[src/rtl/usb_rx_pkg.sv]
// Purpose: shared types and constants for the USB receive packet decoder.
// Latency: n/a (types, constants and a combinational PID decode helper only).
// Backpressure: n/a.
package usb_rx_pkg;

   typedef enum logic [1:0] {
      ST_IDLE     = 2'd0,
      ST_PID      = 2'd1,
      ST_DATA     = 2'd2,
      ST_WAIT_EOP = 2'd3
   } rx_state_e;

   typedef enum logic [2:0] {
      PKT_NONE  = 3'd0,
      PKT_OUT   = 3'd1,
      PKT_IN    = 3'd2,
      PKT_DATA0 = 3'd3,
      PKT_DATA1 = 3'd4,
      PKT_ACK   = 3'd5,
      PKT_NAK   = 3'd6,
      PKT_STALL = 3'd7
   } rx_pkt_e;

   localparam logic [3:0] PID_OUT   = 4'b0001;
   localparam logic [3:0] PID_IN    = 4'b1001;
   localparam logic [3:0] PID_DATA0 = 4'b0011;
   localparam logic [3:0] PID_DATA1 = 4'b1011;
   localparam logic [3:0] PID_ACK   = 4'b0010;
   localparam logic [3:0] PID_NAK   = 4'b1010;
   localparam logic [3:0] PID_STALL = 4'b1110;

   localparam logic [7:0] SYNC_BYTE = 8'h80;

   // Returns PKT_NONE when the check nibble is not the complement of the
   // PID nibble, or when the nibble is not one this decoder understands.
   function automatic rx_pkt_e pid_decode(input logic [7:0] pid_byte);
      rx_pkt_e code;
      code = PKT_NONE;
      if (pid_byte[3:0] == ~pid_byte[7:4]) begin
         case (pid_byte[3:0])
            PID_OUT:   code = PKT_OUT;
            PID_IN:    code = PKT_IN;
            PID_DATA0: code = PKT_DATA0;
            PID_DATA1: code = PKT_DATA1;
            PID_ACK:   code = PKT_ACK;
            PID_NAK:   code = PKT_NAK;
            PID_STALL: code = PKT_STALL;
            default:   code = PKT_NONE;
         endcase
      end
      return code;
   endfunction

endpackage

[src/rtl/flex_stp_sr.sv]
// Purpose: flexible serial-to-parallel shift register with synchronous clear.
// Latency: new bit visible on parallel_out one clk after the shift edge.
// Backpressure: none; shifts whenever shift_enable is high.
//
// Ports:
//   clk, n_rst          clock, async active-low reset (register clears to 0)
//   shift_enable        shift one bit in this cycle
//   clear               synchronous clear, wins over shift_enable
//   serial_in           incoming bit
//   parallel_out        current register contents
module flex_stp_sr #(
   parameter int NUM_BITS  = 8,
   parameter bit SHIFT_MSB = 1'b0
) (
   input  logic                clk,
   input  logic                n_rst,
   input  logic                shift_enable,
   input  logic                clear,
   input  logic                serial_in,
   output logic [NUM_BITS-1:0] parallel_out
);

   logic [NUM_BITS-1:0] sr_q, sr_d;

   // SHIFT_MSB=0: new bit enters the MSB and the word moves toward the LSB,
   // so an LSB-first stream lands in natural bit order after NUM_BITS shifts.
   always_comb begin
      sr_d = sr_q;
      if (clear) begin
         sr_d = '0;
      end else if (shift_enable) begin
         if (SHIFT_MSB) begin
            sr_d = {sr_q[NUM_BITS-2:0], serial_in};
         end else begin
            sr_d = {serial_in, sr_q[NUM_BITS-1:1]};
         end
      end
   end

   always_ff @(posedge clk or negedge n_rst) begin
      if (!n_rst) begin
         sr_q <= '0;
      end else begin
         sr_q <= sr_d;
      end
   end

   assign parallel_out = sr_q;

endmodule

[src/rtl/usb_rx_packet_decoder.sv]
// Purpose: USB receive packet decoder: SYNC hunt, PID check, byte assembly.
// Latency: every status/data pulse appears 1 clk after the strobe edge that causes it.
// Backpressure: none; the bit stream cannot be stalled, outputs are one-cycle pulses.
//
// Ports:
//   clk, n_rst                    clock, async active-low reset
//   shift_strobe, serial_in, eop  one bit time per strobe; eop marks an EOP bit time
//   rx_data, rx_data_valid        last assembled byte and its one-cycle pulse
//   rx_packet, rx_packet_valid    decoded packet type and clean-end pulse
//   rx_error                      one-cycle pulse when a packet is aborted
//   rx_busy                       high from SYNC match until back in IDLE
//   byte_count                    bytes assembled after the PID in this packet
module usb_rx_packet_decoder
   import usb_rx_pkg::*;
#(
   parameter int MAX_BYTES = 66
) (
   input  logic       clk,
   input  logic       n_rst,
   input  logic       shift_strobe,
   input  logic       serial_in,
   input  logic       eop,
   output logic [7:0] rx_data,
   output logic       rx_data_valid,
   output logic [2:0] rx_packet,
   output logic       rx_packet_valid,
   output logic       rx_error,
   output logic       rx_busy,
   output logic [6:0] byte_count
);

   logic       shift_en;
   logic       eop_stb;
   logic       sr_clear;
   logic [7:0] sr_win;
   logic [7:0] win_nxt;
   logic       last_bit;
   logic       do_abort;
   logic       do_finish;

   rx_state_e  state_q, state_d;
   rx_pkt_e    pkt_q, pkt_d, pid_code;
   logic [2:0] bit_cnt_q, bit_cnt_d;
   logic [6:0] byte_cnt_q, byte_cnt_d;
   logic [7:0] rx_data_q, rx_data_d;
   logic       data_vld_q, data_vld_d;
   logic       pkt_vld_q, pkt_vld_d;
   logic       err_q, err_d;
   logic       busy_q, busy_d;

   assign shift_en = shift_strobe & ~eop;
   assign eop_stb  = shift_strobe & eop;

   flex_stp_sr #(
      .NUM_BITS  (8),
      .SHIFT_MSB (1'b0)
   ) u_sr (
      .clk          (clk),
      .n_rst        (n_rst),
      .shift_enable (shift_en),
      .clear        (sr_clear),
      .serial_in    (serial_in),
      .parallel_out (sr_win)
   );

   // Window as it will stand after this edge; lets SYNC, PID and data bytes
   // be acted on at the same edge that shifts in their last bit.
   assign win_nxt  = shift_en ? {serial_in, sr_win[7:1]} : sr_win;
   assign last_bit = (bit_cnt_q == 3'd7);

   always_comb begin
      state_d    = state_q;
      pkt_d      = pkt_q;
      bit_cnt_d  = bit_cnt_q;
      byte_cnt_d = byte_cnt_q;
      rx_data_d  = rx_data_q;
      data_vld_d = 1'b0;
      pkt_vld_d  = 1'b0;
      err_d      = 1'b0;
      busy_d     = busy_q;
      sr_clear   = 1'b0;
      do_abort   = 1'b0;
      do_finish  = 1'b0;
      pid_code   = pid_decode(win_nxt);

      case (state_q)
         ST_IDLE: begin
            if (shift_en && (win_nxt == SYNC_BYTE)) begin
               state_d    = ST_PID;
               bit_cnt_d  = 3'd0;
               byte_cnt_d = 7'd0;
               busy_d     = 1'b1;
               pkt_d      = PKT_NONE;
            end
         end

         ST_PID: begin
            if (eop_stb) begin
               do_abort = 1'b1;
            end else if (shift_en) begin
               bit_cnt_d = bit_cnt_q + 3'd1;
               if (last_bit) begin
                  if (pid_code == PKT_NONE) begin
                     do_abort = 1'b1;
                  end else begin
                     pkt_d = pid_code;
                     if ((pid_code == PKT_OUT) || (pid_code == PKT_IN) ||
                         (pid_code == PKT_DATA0) || (pid_code == PKT_DATA1)) begin
                        state_d = ST_DATA;
                     end else begin
                        state_d = ST_WAIT_EOP;
                     end
                  end
               end
            end
         end

         ST_DATA: begin
            if (eop_stb) begin
               // Tokens carry exactly two bytes (address/endpoint + CRC5).
               if ((bit_cnt_q != 3'd0) ||
                   (((pkt_q == PKT_OUT) || (pkt_q == PKT_IN)) && (byte_cnt_q != 7'd2))) begin
                  do_abort = 1'b1;
               end else begin
                  do_finish = 1'b1;
               end
            end else if (shift_en) begin
               bit_cnt_d = bit_cnt_q + 3'd1;
               if (last_bit) begin
                  if (byte_cnt_q == 7'(MAX_BYTES)) begin
                     do_abort = 1'b1;
                  end else begin
                     rx_data_d  = win_nxt;
                     data_vld_d = 1'b1;
                     byte_cnt_d = byte_cnt_q + 7'd1;
                  end
               end
            end
         end

         ST_WAIT_EOP: begin
            if (eop_stb) begin
               do_finish = 1'b1;
            end else if (shift_en) begin
               do_abort = 1'b1;
            end
         end

         default: begin
            do_abort = 1'b1;
         end
      endcase

      if (do_abort) begin
         state_d    = ST_IDLE;
         err_d      = 1'b1;
         busy_d     = 1'b0;
         bit_cnt_d  = 3'd0;
         sr_clear   = 1'b1;
         data_vld_d = 1'b0;
      end
      if (do_finish) begin
         state_d   = ST_IDLE;
         pkt_vld_d = 1'b1;
         busy_d    = 1'b0;
         bit_cnt_d = 3'd0;
      end
   end

   always_ff @(posedge clk or negedge n_rst) begin
      if (!n_rst) begin
         state_q    <= ST_IDLE;
         pkt_q      <= PKT_NONE;
         bit_cnt_q  <= 3'd0;
         byte_cnt_q <= 7'd0;
         rx_data_q  <= 8'd0;
         data_vld_q <= 1'b0;
         pkt_vld_q  <= 1'b0;
         err_q      <= 1'b0;
         busy_q     <= 1'b0;
      end else begin
         state_q    <= state_d;
         pkt_q      <= pkt_d;
         bit_cnt_q  <= bit_cnt_d;
         byte_cnt_q <= byte_cnt_d;
         rx_data_q  <= rx_data_d;
         data_vld_q <= data_vld_d;
         pkt_vld_q  <= pkt_vld_d;
         err_q      <= err_d;
         busy_q     <= busy_d;
      end
   end

   assign rx_data         = rx_data_q;
   assign rx_data_valid   = data_vld_q;
   assign rx_packet       = pkt_q;
   assign rx_packet_valid = pkt_vld_q;
   assign rx_error        = err_q;
   assign rx_busy         = busy_q;
   assign byte_count      = byte_cnt_q;

endmodule

[config.mk]
export PLATFORM = sky130hd
export DESIGN_NAME = usb_rx_packet_decoder
export DESIGN_NICKNAME = d
export VERILOG_FILES = /design/src/rtl/usb_rx_pkg.sv /design/src/rtl/flex_stp_sr.sv /design/src/rtl/usb_rx_packet_decoder.sv
export SDC_FILE = /design/constraint.sdc
export NUM_CORES = 1
export LEC_CHECK = 0
export ABC_AREA = 1
export CORE_MARGIN = 3
export CORE_UTILIZATION = 56
export DETAILED_ROUTE_END_ITERATION = 12
export PLACE_DENSITY_LB_ADDON = 0.15
export SYNTH_ARGS = -nofsm -noshare
export SYNTH_HDL_FRONTEND = slang
export SYNTH_HIERARCHICAL = 1
export SYNTH_SLANG_ARGS = --single-unit
[constraint.sdc]
create_clock -name clk -period 2.2 [get_ports clk]
set_input_delay 0.44 -clock clk [delete_from_list [all_inputs] [get_ports clk]]
set_output_delay 0.44 -clock clk [all_outputs]
set_load 0.01 [all_outputs]
# Word level (Yosys, flattened, before mapping)
# Cells that the tools add are included.
# W data, S select, Z words.
[classes] addsub=2 n_eq_ne=37 n_mux=58 n_bitwise=6 n_reduce_logical=23
[op_table] op="$mux W7" n=5
[op_table] op="$mux W3" n=10
[op_table] op="$mux W1" n=27
[op_table] op="$pmux W3 S7" n=1
[op_table] op="$ne A4 B4 Y1 const B" n=5
[op_table] op="$ne A2 B2 Y1 const B" n=9
[op_table] op="$reduce_and A6 Y1" n=3
[op_table] op="$eq A4 B4 Y1 const B" n=4
[op_table] op="$mux W8" n=2
[op_table] op="$mux W2" n=7
[op_table] op="$pmux W7 S2" n=1
[op_table] op="$pmux W3 S2" n=2
[op_table] op="$eq A3 B2 Y1 const B" n=3
[op_table] op="$reduce_bool A3 Y1" n=3
[op_table] op="$eq A4 B2 Y1 const B" n=2
[op_table] op="$eq A8 B8 Y1 const B" n=1
[op_table] op="$reduce_bool A4 Y1" n=2
[op_table] op="$add A7 B1 Y7 const B" n=1
[op_table] op="$eq A7 B7 Y1 const B" n=1
[op_table] op="$ne A7 B2 Y1 const B" n=1
[op_table] op="$eq A3 B1 Y1 const B" n=2
[op_table] op="$eq A3 B3 Y1 const B" n=2
[op_table] op="$logic_or A1 B1 Y1" n=5
[op_table] op="$reduce_and A5 Y1" n=1
[op_table] op="other kinds (20)" n=26
[word_totals] register_bits=35 in_bits=5

# Depth between registers and ports, before layout
# Gate-level depths: netlist of run 1.
[logic_depth] word_depth=18 depth_mapped=18 depth_no_buf=17

# Hierarchy
# The synthesis of run 1 kept the hierarchy.
[modules_own_cells] mod="usb_rx_packet_decoder" instances=1 cells_per_inst=278 area_per_inst_um2=2003.2 seq_area_each_um2=675.6
[modules_own_cells] mod="flex_stp_sr" instances=1 cells_per_inst=35 area_per_inst_um2=335.3 seq_area_each_um2=200.2

# Worst setup path before layout of run 1
# No wires, ideal clock.
[synth_timing] path_kind="input to register" startpoint="input eop" endpoint="register u_sr.sr_q[5] (netlist: u_sr/parallel_out[5])" setup_ns=0.117 arrival_ns=1.913 path_slack_ns=0.171 path_stages=15 path_buffers=1 cell_sequence="inv_4 -> nand2_4 -> buf_12 -> nand2_2 -> nand2_2 -> a21oi_1 -> nor2_1 -> o21ai_2 -> nand3_2 -> nand2_2 -> nand2_4 -> inv_1 -> inv_2 -> nand3_1 -> nand2_1"
[synth_between] elab_chain_cells=14 word_cells_on_any_way=27 cone_classes="eq/ne: 8; mux: 14; bitwise: 4; reduce/logical: 1"
[synth_rtl] item="from (decl)" line="usb_rx_packet_decoder.sv:22" text="input logic eop,"
[synth_rtl] item="$not A1 Y1" line="usb_rx_packet_decoder.sv:51" text="assign shift_en = shift_strobe & ~eop;"
[synth_rtl] item="$and A1 B1 Y1" line="usb_rx_packet_decoder.sv:51"
[synth_rtl] item="$mux W8"
[synth_rtl] item="$eq A4 B4 Y1 (tied with other cells)" line="usb_rx_pkg.sv:40" text="case (pid_byte[3:0])"
[synth_rtl] item="$pmux W3 S7 or $eq A4 B4 Y1 (tied branches)" line="usb_rx_pkg.sv:40, usb_rx_pkg.sv:39"
[synth_rtl] item="$mux W3" line="usb_rx_pkg.sv:39" text="if (pid_byte[3:0] == ~pid_byte[7:4]) begin"
[synth_rtl] item="$logic_not A3 Y1" line="usb_rx_packet_decoder.sv:103" text="if (pid_code == PKT_NONE) begin"
[synth_rtl] item="$mux W1" line="usb_rx_packet_decoder.sv:103"
[synth_rtl] item="$mux W1" line="usb_rx_packet_decoder.sv:102" text="if (last_bit) begin"
[synth_rtl] item="$mux W1" line="usb_rx_packet_decoder.sv:100" text="end else if (shift_en) begin"
[synth_rtl] item="$mux W1" line="usb_rx_packet_decoder.sv:98" text="if (eop_stb) begin"
[synth_rtl] item="$pmux W1 S3 (*)" line="usb_rx_packet_decoder.sv:86" text="case (state_q)"
[synth_rtl] item="net do_abort" line="usb_rx_packet_decoder.sv:38" text="logic do_abort;"
[synth_rtl] item="$mux W1 (*)" line="usb_rx_packet_decoder.sv:154" text="if (do_abort) begin"
[synth_rtl] item="$mux W8 (*)" line="flex_stp_sr.sv:29" text="if (clear) begin"
[synth_rtl] item="to (signal assigned)" line="flex_stp_sr.sv:44" text="sr_q <= sr_d;"
[synth_rtl] item="to (decl)" line="flex_stp_sr.sv:23" text="logic [NUM_BITS-1:0] sr_q, sr_d;"
# The timed path passes the listed nets; every way through them passes the cells marked *.
# A chain may end at the register's enable or synchronous reset.

# Worst setup path after layout of run 1
[layout_timing] startpoint="register u_sr.sr_q[4] (netlist: u_sr/parallel_out[4])" endpoint="register state_q[1]"
[layout_between] elab_chain_cells=12 word_cells_on_any_way=29 cone_classes="eq/ne: 14; mux: 10; bitwise: 1; reduce/logical: 4"
[layout_rtl] item="$mux W8 (*)"
[layout_rtl] item="$eq A4 B4 Y1 (tied with other cells)" line="usb_rx_pkg.sv:40"
[layout_rtl] item="$pmux W3 S7 or $eq A4 B4 Y1 (tied branches)" line="usb_rx_pkg.sv:40, usb_rx_pkg.sv:39"
[layout_rtl] item="$mux W3" line="usb_rx_pkg.sv:39"
[layout_rtl] item="$logic_not A3 Y1" line="usb_rx_packet_decoder.sv:103"
[layout_rtl] item="$mux W1" line="usb_rx_packet_decoder.sv:103"
[layout_rtl] item="$mux W1" line="usb_rx_packet_decoder.sv:102"
[layout_rtl] item="$mux W1" line="usb_rx_packet_decoder.sv:100"
[layout_rtl] item="$mux W1" line="usb_rx_packet_decoder.sv:98"
[layout_rtl] item="$pmux W1 S3" line="usb_rx_packet_decoder.sv:86"
[layout_rtl] item="$ne A4 B4 Y1 (no line) (tied with other cells)"
[layout_rtl] item="$reduce_and A6 Y1 (no line) or $mux W2 (tied branches)"
[layout_rtl] item="to (signal assigned)" line="usb_rx_packet_decoder.sv:182" text="state_q <= state_d;"
[layout_rtl] item="to (decl)" line="usb_rx_packet_decoder.sv:41" text="rx_state_e state_q, state_d;"
# Mark *: on every way between the ends. The rest lies on a longest branch, timed or not.

==> results.tsv, run 1 <==
metric	value	unit
cell mode on critical path	nand2_2	
Synth Warn #	6	
placed cell count	410	
Tot GR Track Use	0.226	
initial antenna violation count	0	
1st-pass router iterations	4	
fin crit share	0.923	
Yosys top cell by area	dfrtp_1	
Power Internal	1.63	mW
port bufs	26	
Mapped Nets	327	
post-DR vias/cell	5.22	
post-layout min period	2030	ps
Post-route DRC	0	
switching portion of total power	0.427	
die area	0.00499	mm^2
share of cells above drive strength 1	0.237	
EDFF count, synth	0	
grt total ovfl	0	
total number of vias	2214	
CP required	2390	ps
Clock Skews	6.56	ps
setup violators final	0	
Max-slew headroom	0.703	
Synth Register Bits	35	
Worst path slowest cell	dfrtp_1	
top-count cell post-synth	nand2_1	
CP max FO	5	
RD Place Congestion	0.858	
vias in the first global route	2000	
Top FF cell, synth	dfrtp_1	
Synth top area share	0.375	
average size of a mapped cell	7.47	um^2
post-route ant nets	0	
H-tree depth	2	
CP Launch Type	register	
total wire length	5440	um
CP Cell Sequence	inv_1, nand3_1, nand2_2, nand2_2, nand3_1, nand2_1, o21ai_4, nand3_2, nand2_2, nand2_4, buf_4, a21oi_4, nand2_2, nand2_1, nand2_1	
Setup WS pre-CTS	-482	ps
hpwl dp	4010	um
Final Non-Filler Cells	424	
synthesized area	0.00234	mm^2
Max stage delay on crit path	450	ps
ant diodes	0	
clock tree buffer depth	2	
count of unique library cells instantiated by Yosys	35	
Power Density	950	mW/mm^2
post-synthesis sequential area ratio	0.375	
RSZ-0062 raised after global routing	false	
largest net degree at the start of global routing	36	
Num CTS Buffers	5	
worst min path class	register to register	
CP Capture Type	register	
post-synthesis async set-or-reset flop share	1.00	
Worst Path Arrival	2220	ps
clk root buf	clkbuf_8	
Num Clock Sinks	35	
Core Area	0.00385	mm^2
die height	70.6	um
Clock power frac	0.182	
critical path class	register to register	
top cells by area, synth	dfrtp_1 37%, nand2_1 15%, nand3_1 6.4%, inv_1 5.8%, ha_1 4.8%	
Starting Density	0.607	
I/O Pins	27	
layout overhead on the synthesized area	27.9	%
global-route wire length before repair	9150	um
NumNets Final	389	
Final WS setup	169	ps
LEAKAGE	1.50	nW
Max Slew Vio Count	0	
CTS tree	done	
Worst-Skew Late Latency	290	ps
top cells by count, synth	96 x nand2_1, 36 x inv_1, 35 x dfrtp_1, 30 x nand3_1, 23 x nor2_1	
combinational power share	0.499	
status	finished, final reports clean	
Clk pin slew, worst setup/hold paths	70	ps
die width	70.6	um
sw power	1.21	mW
Core Rows	22	
maximum VDD drop	0.624	mV
cells after synthesis	313	
max-cap violations	0	
reg-to-reg setup timing slack	170	ps
Highest Clock Rate	492	MHz
DR iter-0 viols	184	
Wirelength per Cell	12.8	um
worst-margin pin slew	446	ps
Final Hold Vio Count	0	
Flop pwr share	0.320	
## worst max-delay path, delay by kind of cell, from the launching register on
| family | cells | cell delay [ps] |
|---|---|---|
| AO/OA/AOI/OAI | 2 | 350 |
| buffers and inverters | 2 | 260 |
| flip-flops | 1 | 450 |
| AND/OR/NAND/NOR | 11 | 870 |
## power by group through the flow
stage / registers (mW) / clock network, mW / logic, mW
global placement: 0.915 / 0 / 1.30
CTS: 0.909 / 0.528 / 1.37
global route: 0.924 / 0.551 / 1.59
floorplan: 0.906 / 0 / 0.920
finish: 0.909 / 0.516 / 1.42
detailed placement: 0.919 / 0 / 1.33
## metrics by stage
stage | TNS [ps] | total power, mW | util | area (um^2) | hold WS (ps)
after global placement | -8560 | 2.22 | 0.732 | 2820 | 465
after CTS | 0 | 2.80 | 0.765 | 2950 | 495
after global routing | 0 | 3.07 | 0.776 | 2990 | 531
final | 0 | 2.84 | 0.776 | 2990 | 493
after detailed placement | -9580 | 2.25 | 0.732 | 2820 | 480
after floorplan | 0 | 1.83 | - | 2340 | 144
## cell usage in the layout, fill, tap and decap left out, drive strengths merged
cell and count:
clkbuf 9, nand3 35, o22ai 2, dfrtp 35, nand4 2, o31ai 1, xor2 1, clkinvlp 1
o21ai 20, inv 37, o21a 1, nor2 29, a31oi 1, nand3b 1, a21oi 9, buf 36
nor3b 2, o21bai 1, nor3 4, nand2 116, ha 9, dlymetal6s2s 1, clkdlybuf4s50 23
## logic make-up (layout without fill, tap and decap cells)
| kind of cell | Yosys count | in the layout | share of synthesized area |
|---|---|---|---|
| and+or+nand+nor | 189 | 189 | 0.395 |
| buffers and inverters | 44 | 107 | 0.0856 |
| AOI/OAI and AO/OA | 35 | 35 | 0.0926 |
| DFF | 35 | 35 | 0.375 |
| adders and majority gates | 9 | 9 | 0.0482 |
| xor gates and xnor gates | 1 | 1 | 0.00375 |
## state kept, by name, summed over array words and instances, names as in the netlist
signal / cells
rx_packet: 3
state_q: 2
rx_busy: 1
rx_packet_valid: 1
bit_cnt_q: 3
rx_data_valid: 1
u_sr/parallel_out: 8
byte_count: 7
rx_error: 1
rx_data: 8
## final cells by class
cell class                 instances  area (um^2)
multi-input combinational        234         1290
sequential                        35          877
fill                             286          862
timing repair buffer              61          515
inverter                          38          151
clock buffer                       8          100
tap                               48         60.1
## layer usage
metal | routed length [um] | part of all wire | global-route usage | vias up
met5 | 0 | 0 | 0 | -
met2 | 2570 | 0.47 | 0.365 | 58
met4 | 91 | 0.017 | 0.0877 | 0
met1 | 2540 | 0.47 | 0.299 | 1029
li1 | - | - | - | 1118
met3 | 245 | 0.045 | 0.0469 | 9
## timing repair
action | in CTS | in global routing
resized for setup | 5 | 12
buffers inserted | 2 | 4
hold buffers | 0 | 0
setup endpoints to repair | 21 | 19
endpoints found under the hold margin | 0 | 0
pin swaps | 1 | 6
## final timing paths
check	from	to	cells past startpoint
max in group asynchronous	n_rst	u_sr/parallel_out[6]	2
worst min-delay path	rx_data[1]	rx_data[1]	2
worst max-delay path	u_sr/parallel_out[4]	state_q[1]	15
worst max register to register	u_sr/parallel_out[4]	state_q[1]	15
worst min register to register	rx_data[1]	rx_data[1]	2
min in group asynchronous	n_rst	rx_packet[0]	2
Note: power is estimated with default switching activity, not from simulation.
==> run 2, diff against run 1 <==
--- a/config.mk
+++ b/config.mk
@@ -6,8 +6,10 @@
 export NUM_CORES = 1
 export LEC_CHECK = 0
 export ABC_AREA = 1
+export ABC_CLOCK_PERIOD_IN_PS = 2200
 export CORE_MARGIN = 3
 export CORE_UTILIZATION = 56
+export CTS_BUF_LIST = sky130_fd_sc_hd__clkbuf_16
 export DETAILED_ROUTE_END_ITERATION = 12
 export PLACE_DENSITY_LB_ADDON = 0.15
 export SYNTH_ARGS = -nofsm -noshare
==> constraint.sdc (replaced) <==
create_clock -name clk -period 2.2 [get_ports clk]
set_input_delay 0.44 -clock clk [delete_from_list [all_inputs] [get_ports clk]]
set_output_delay 0.44 -clock clk [all_outputs]
set_load 0.1 [all_outputs]
==> results.tsv, run 2 (same netlist as run 1, synthesis figures left out) <==
metric	value	unit	change
worst min path class	register to register		
clock tree buffer depth	2		unchanged
Hold Crit Start	rx_data[6]		
NumNets Final	392		+0.77%
Max-slew headroom	0.709		+0.00650
uppermost layer routed	met4		
max-cap violations	0		unchanged
initial antenna violation count	0		unchanged
final instance area	0.00303	mm^2	+1.2%
largest net degree at the start of global routing	36		unchanged
hold endpoint	rx_data[6]		
die width	70.6	um	unchanged
Post-route DRC	0		unchanged
Tot GR Track Use	0.215		-0.0113
Core Area	0.00385	mm^2	unchanged
Worst Path Arrival	2260	ps	+40 ps
CP Capture Type	register		
setup violators final	0		unchanged
RD Place Congestion	0.860		+0.24%
LEAKAGE	1.58	nW	+4.8%
I/O Pins	27		unchanged
CP Launch Type	register		
R2R cell count	12		-3
post-layout min period	2050	ps	+18.8 ps
setup TNS	0	ps	unchanged
die area	0.00499	mm^2	unchanged
ant diodes	0		unchanged
Worst-Skew Late Latency	280	ps	about the same
commonest non-fill, non-tap cell in the layout	nand2_1		
hold depth	2		unchanged
Starting Density	0.607		unchanged
Core Rows	22		unchanged
post-DR vias/cell	5.14		-1.5%
clk root buf	clkbuf_16		
Clk pin slew, worst setup/hold paths	50	ps	-20 ps
worst-margin pin slew	436	ps	-9.76 ps
fin util	0.785		+0.00909
fin crit share	0.932		+0.00855
RR Endpoint	u_sr/parallel_out[2]		
critical path class	register to register		
WL met1	2480	um	-2.2%
hpwl dp	3800	um	-5.2%
grt total ovfl	0		unchanged
1st-pass router iterations	5		+1
Tot Pwr	3.28	mW	+15%
Final Hold Vio Count	0		unchanged
Max Slew Vio Count	0		unchanged
layout overhead on the synthesized area	29.4	%	
post-route ant nets	0		unchanged
Highest Clock Rate	488	MHz	-0.92%
Num Clock Sinks	35		unchanged
RR Startpoint	byte_count[0]		
met3 wire length	229	um	-6.5%
WL met2	2360	um	-8.1%
CTS tree	done		
H-tree depth	2		unchanged
status	finished, final reports clean		
maximum VDD drop	0.976	mV	+57%
DR iter-0 viols	137		-26%
Num CTS Buffers	5		unchanged
share of cells above drive strength 1	0.330		+0.0931
die height	70.6	um	unchanged
Clock Skews	2.48	ps	-4.08 ps
Final Non-Filler Cells	427		+0.71%
CP max FO	8		+3
Final WS setup	151	ps	-18.8 ps
port bufs	26		unchanged
total wire length	5160	um	-5.2%
vias in the first global route	1971		-1.5%
global-route wire length before repair	8780	um	-4.1%
total number of vias	2196		-0.81%
Setup WS pre-CTS	-480	ps	+1.83 ps
Layout fillers	278		-2.8%
Area after DPL	0.00279	mm^2	-1.3%
CP required	2410	ps	+20 ps
most frequent cells in the layout	90 x nand2_1, 59 x buf_4, 36 x inv_1		
hold slack final	478	ps	-14.7 ps
Power Density	1080	mW/mm^2	+14%
Wirelength per Cell	12.1	um	-5.9%
reg-to-reg setup timing slack	150	ps	-20 ps
placed cell count	411		+0.24%
==> run 2: worst max path at each step <==
| stage | to | from | cells past startpoint | slack (ps) |
|---|---|---|---|---|
| after floorplan | byte_count[6] | byte_count[0] | 13 | -8 |
| after global placement | u_sr/parallel_out[2] | shift_strobe | 17 | -440 |
| after detailed placement | u_sr/parallel_out[6] | shift_strobe | 15 | -480 |
| after CTS | u_sr/parallel_out[5] | eop | 18 | 20 |
| after global routing | state_q[0] | u_sr/parallel_out[4] | 15 | -20 |
| final | u_sr/parallel_out[2] | byte_count[0] | 12 | 150 |
==> run 2: power by group <==
| part | switching [mW] | internal, mW |
|---|---|---|
| sequential | 0.142 | 0.780 |
| combinational | 1.15 | 0.564 |
| clock | 0.236 | 0.406 |
| total | 1.53 | 1.75 |
==> run 2: cell type report <==
cell class                      instances  area, um^2  area share
Clock buffer                            5         125      0.0413
Clock inverter                          3        11.3     0.00372
Inverter                               38         151      0.0500
Multi-Input combinational cell        234        1310       0.431
Sequential cell                        35         887       0.293
Tap cell                               48        60.1      0.0198
Timing Repair Buffer                   64         487       0.161
==> run 2: timing repair <==
| action | in CTS | in global routing |
|---|---|---|
| cloned | 0 | 0 |
| hold buffers | 0 | 0 |
| pin swaps | 2 | 9 |
| endpoints found under the setup margin | 20 | 20 |
| resized for setup | 4 | 18 |
| buffers inserted | 2 | 6 |
==> run 2: worst max-delay path, stage by stage, from the launching register on <==
cell        delay [ps]
dfrtp_4            480
inv_1              100
ha_1               150
nand3_1            110
o21ai_2            160
nand3_1            110
a21oi_2            180
nand2_2            100
nand2_4            100
clkinvlp_4         170
nor2_8             210
nand2_1             80
nand2_1             60
==> run 2: layer usage <==
metal  up-vias  GRT usage
li1       1135          -
met1      1003      0.301
met2        50      0.339
met3         8     0.0412
met4         0     0.0647
met5         -          0
==> run 3, diff against run 2 <==
--- a/config.mk
+++ b/config.mk
@@ -6,10 +6,10 @@
 export NUM_CORES = 1
 export LEC_CHECK = 0
 export ABC_AREA = 1
-export ABC_CLOCK_PERIOD_IN_PS = 2200
+export ABC_CLOCK_PERIOD_IN_PS = 1800
+export CORE_ASPECT_RATIO = 1.4
 export CORE_MARGIN = 3
-export CORE_UTILIZATION = 56
-export CTS_BUF_LIST = sky130_fd_sc_hd__clkbuf_16
+export CORE_UTILIZATION = 51
 export DETAILED_ROUTE_END_ITERATION = 12
 export PLACE_DENSITY_LB_ADDON = 0.15
 export SYNTH_ARGS = -nofsm -noshare
==> constraint.sdc (replaced) <==
create_clock -name clk -period 1.8 [get_ports clk]
set_input_delay 0.36 -clock clk [delete_from_list [all_inputs] [get_ports clk]]
set_output_delay 0.36 -clock clk [all_outputs]
set_load 0.1 [all_outputs]
==> results.tsv, run 3 (same netlist as run 1, synthesis figures left out) <==
metric	value	unit	change
status	finished with violations		
failing checks	setup timing		
fin crit share	1.19		+0.258
Highest Clock Rate	467	MHz	-4.3%
fin util	0.878		+0.0929
Max Slew Vio Count	0		unchanged
total number of vias	2619		+19%
layout overhead on the synthesized area	61.9	%	
total wire length	7800	um	+51%
Clk pin slew, worst setup/hold paths	80	ps	+30 ps
Worst Path Arrival	2380	ps	+120 ps
Clock Skews	5.52	ps	+3.04 ps
port bufs	26		unchanged
Starting Density	0.543		-0.0641
Final Hold Vio Count	0		unchanged
I/O Pins	27		unchanged
CP Capture Type	register		
Power Density	1310	mW/mm^2	+21%
maximum VDD drop	1.14	mV	+17%
vias in the first global route	2455		+25%
post-route ant nets	0		unchanged
initial antenna violation count	0		unchanged
max-cap violations	0		unchanged
die area	0.00545	mm^2	+9.2%
RSZ-0062 raised after global routing	true		
die width	63.2	um	-10%
setup TNS	-4320	ps	-4320 ps
grt total ovfl	0		unchanged
Worst-Skew Late Latency	290	ps	about the same
worst-margin pin slew	458	ps	+21.4 ps
largest net degree at the start of global routing	36		unchanged
clock tree buffer depth	2		unchanged
Core Area	0.00431	mm^2	+12%
Tot GR Track Use	0.259		+0.0443
setup violators final	26		+26
RD Place Congestion	0.969		+13%
CTS tree	done		
LEAKAGE	1.83	nW	+16%
clk root buf	clkbuf_8		
Post-route DRC	0		unchanged
post-layout min period	2140	ps	+91.7 ps
Wirelength per Cell	16.5	um	+37%
1st-pass router iterations	4		-1
CP Launch Type	register		
CP max FO	4		-4
die height	86.1	um	+22%
hpwl dp	4630	um	+22%
global-route wire length before repair	11100	um	+27%
Area after DPL	0.00334	mm^2	+20%
commonest non-fill, non-tap cell in the layout	nand2_1		
Core Rows	28		+27%
share of cells above drive strength 1	0.479		+0.150
Final WS setup	-341	ps	-492 ps
final instance area	0.00378	mm^2	+25%
worst min path class	primary input to asynchronous set/reset pin		
DR iter-0 viols	156		+14%
CP required	2040	ps	-370 ps
NumNets Final	426		+8.7%
critical path class	register to register		
ant diodes	0		unchanged
Num Clock Sinks	35		unchanged
Num CTS Buffers	5		unchanged
Max-slew headroom	0.695		-0.0143
post-DR vias/cell	5.54		+7.7%
H-tree depth	2		unchanged
Hold-fix buffers, CTS	0		unchanged
most frequent cells in the layout	83 x nand2_1, 65 x buf_4, 29 x inv_1		
-- run 3: changes by cell type in the layout (fill, tap and decap cells not counted), moves of 5 or more --
cell and change:
buf_6 +6, clkbuf_16 -5, buf_4 +6, inv_2 +7, inv_1 -7, buf_12 +23
nand2_1 -7, clkbuf_8 +5, nand3_1 -8
-- run 3: critical path, cell delays in order (launching register included) --
cell,delay [ps]
dfrtp_4,490
inv_4,70
ha_4,140
nand3_4,90
o21ai_2,180
nand3_1,130
a21oi_2,200
nand2_2,110
nand2_4,80
buf_6,120
nand2_4,60
nor2_1,170
nand3_1,140
nand2_1,90
-- run 3: final timing paths --
| path | start | endpoint | slack, ps | depth (start not counted) |
|---|---|---|---|---|
| setup reg to reg | byte_count[0] | bit_cnt_q[2] | -340 | 13 |
| setup / recovery | byte_count[0] | bit_cnt_q[2] | -340 | 13 |
| max in group asynchronous | n_rst | byte_count[0] | 950 | 2 |
| hold reg to reg | bit_cnt_q[2] | bit_cnt_q[2] | 530 | 2 |
| hold / removal | n_rst | rx_data[5] | 500 | 2 |
| min in group clk | bit_cnt_q[2] | bit_cnt_q[2] | 530 | 2 |
-- run 3: stage by stage --
step	std cells	setup slack (ps)	power [mW]	hold WS, ps
floorplan	313	-252	2.66	64.4
global placement	451	-742	3.58	491
detailed placement	451	-807	3.65	514
CTS	465	-158	4.60	513
global route	473	-424	5.23	524
finish	473	-341	4.94	496
-- run 3: routing by layer --
| metal | GRT usage | vias to the layer above | wire, um |
|---|---|---|---|
| met1 | 0.269 | 1242 | 2680 |
| met5 | 0 | - | 0 |
| met4 | 0.141 | 0 | 496 |
| li1 | - | 1195 | - |
| met3 | 0.0419 | 49 | 412 |
| met2 | 0.490 | 133 | 4210 |
-- run 3: report_power, final --
| part | internal, mW | leakage, nW | switching [mW] |
|---|---|---|---|
| logic | 1.25 | 1.32 | 1.85 |
| clock network | 0.412 | 0.0581 | 0.312 |
| registers | 0.960 | 0.459 | 0.151 |
| total | 2.63 | 1.83 | 2.32 |
-- run 3: timing repair --
action                                  CTS  global route
endpoints found under the setup margin   26            27
pin swaps                                 9            14
gates resized for setup                  35            38
setup buffers                             6             8
cloned                                    0             0
endpoints found under the hold margin     0             0
-- run 3: final cells by class --
type / instances / area (um^2)
timing repair buffer: 98 / 1050
fill: 201 / 524
inverter: 38 / 148
sequential: 35 / 897
tap: 60 / 75.1
clock buffer: 5 / 68.8
clock inverter: 3 / 43.8
multi-input combinational: 234 / 1500
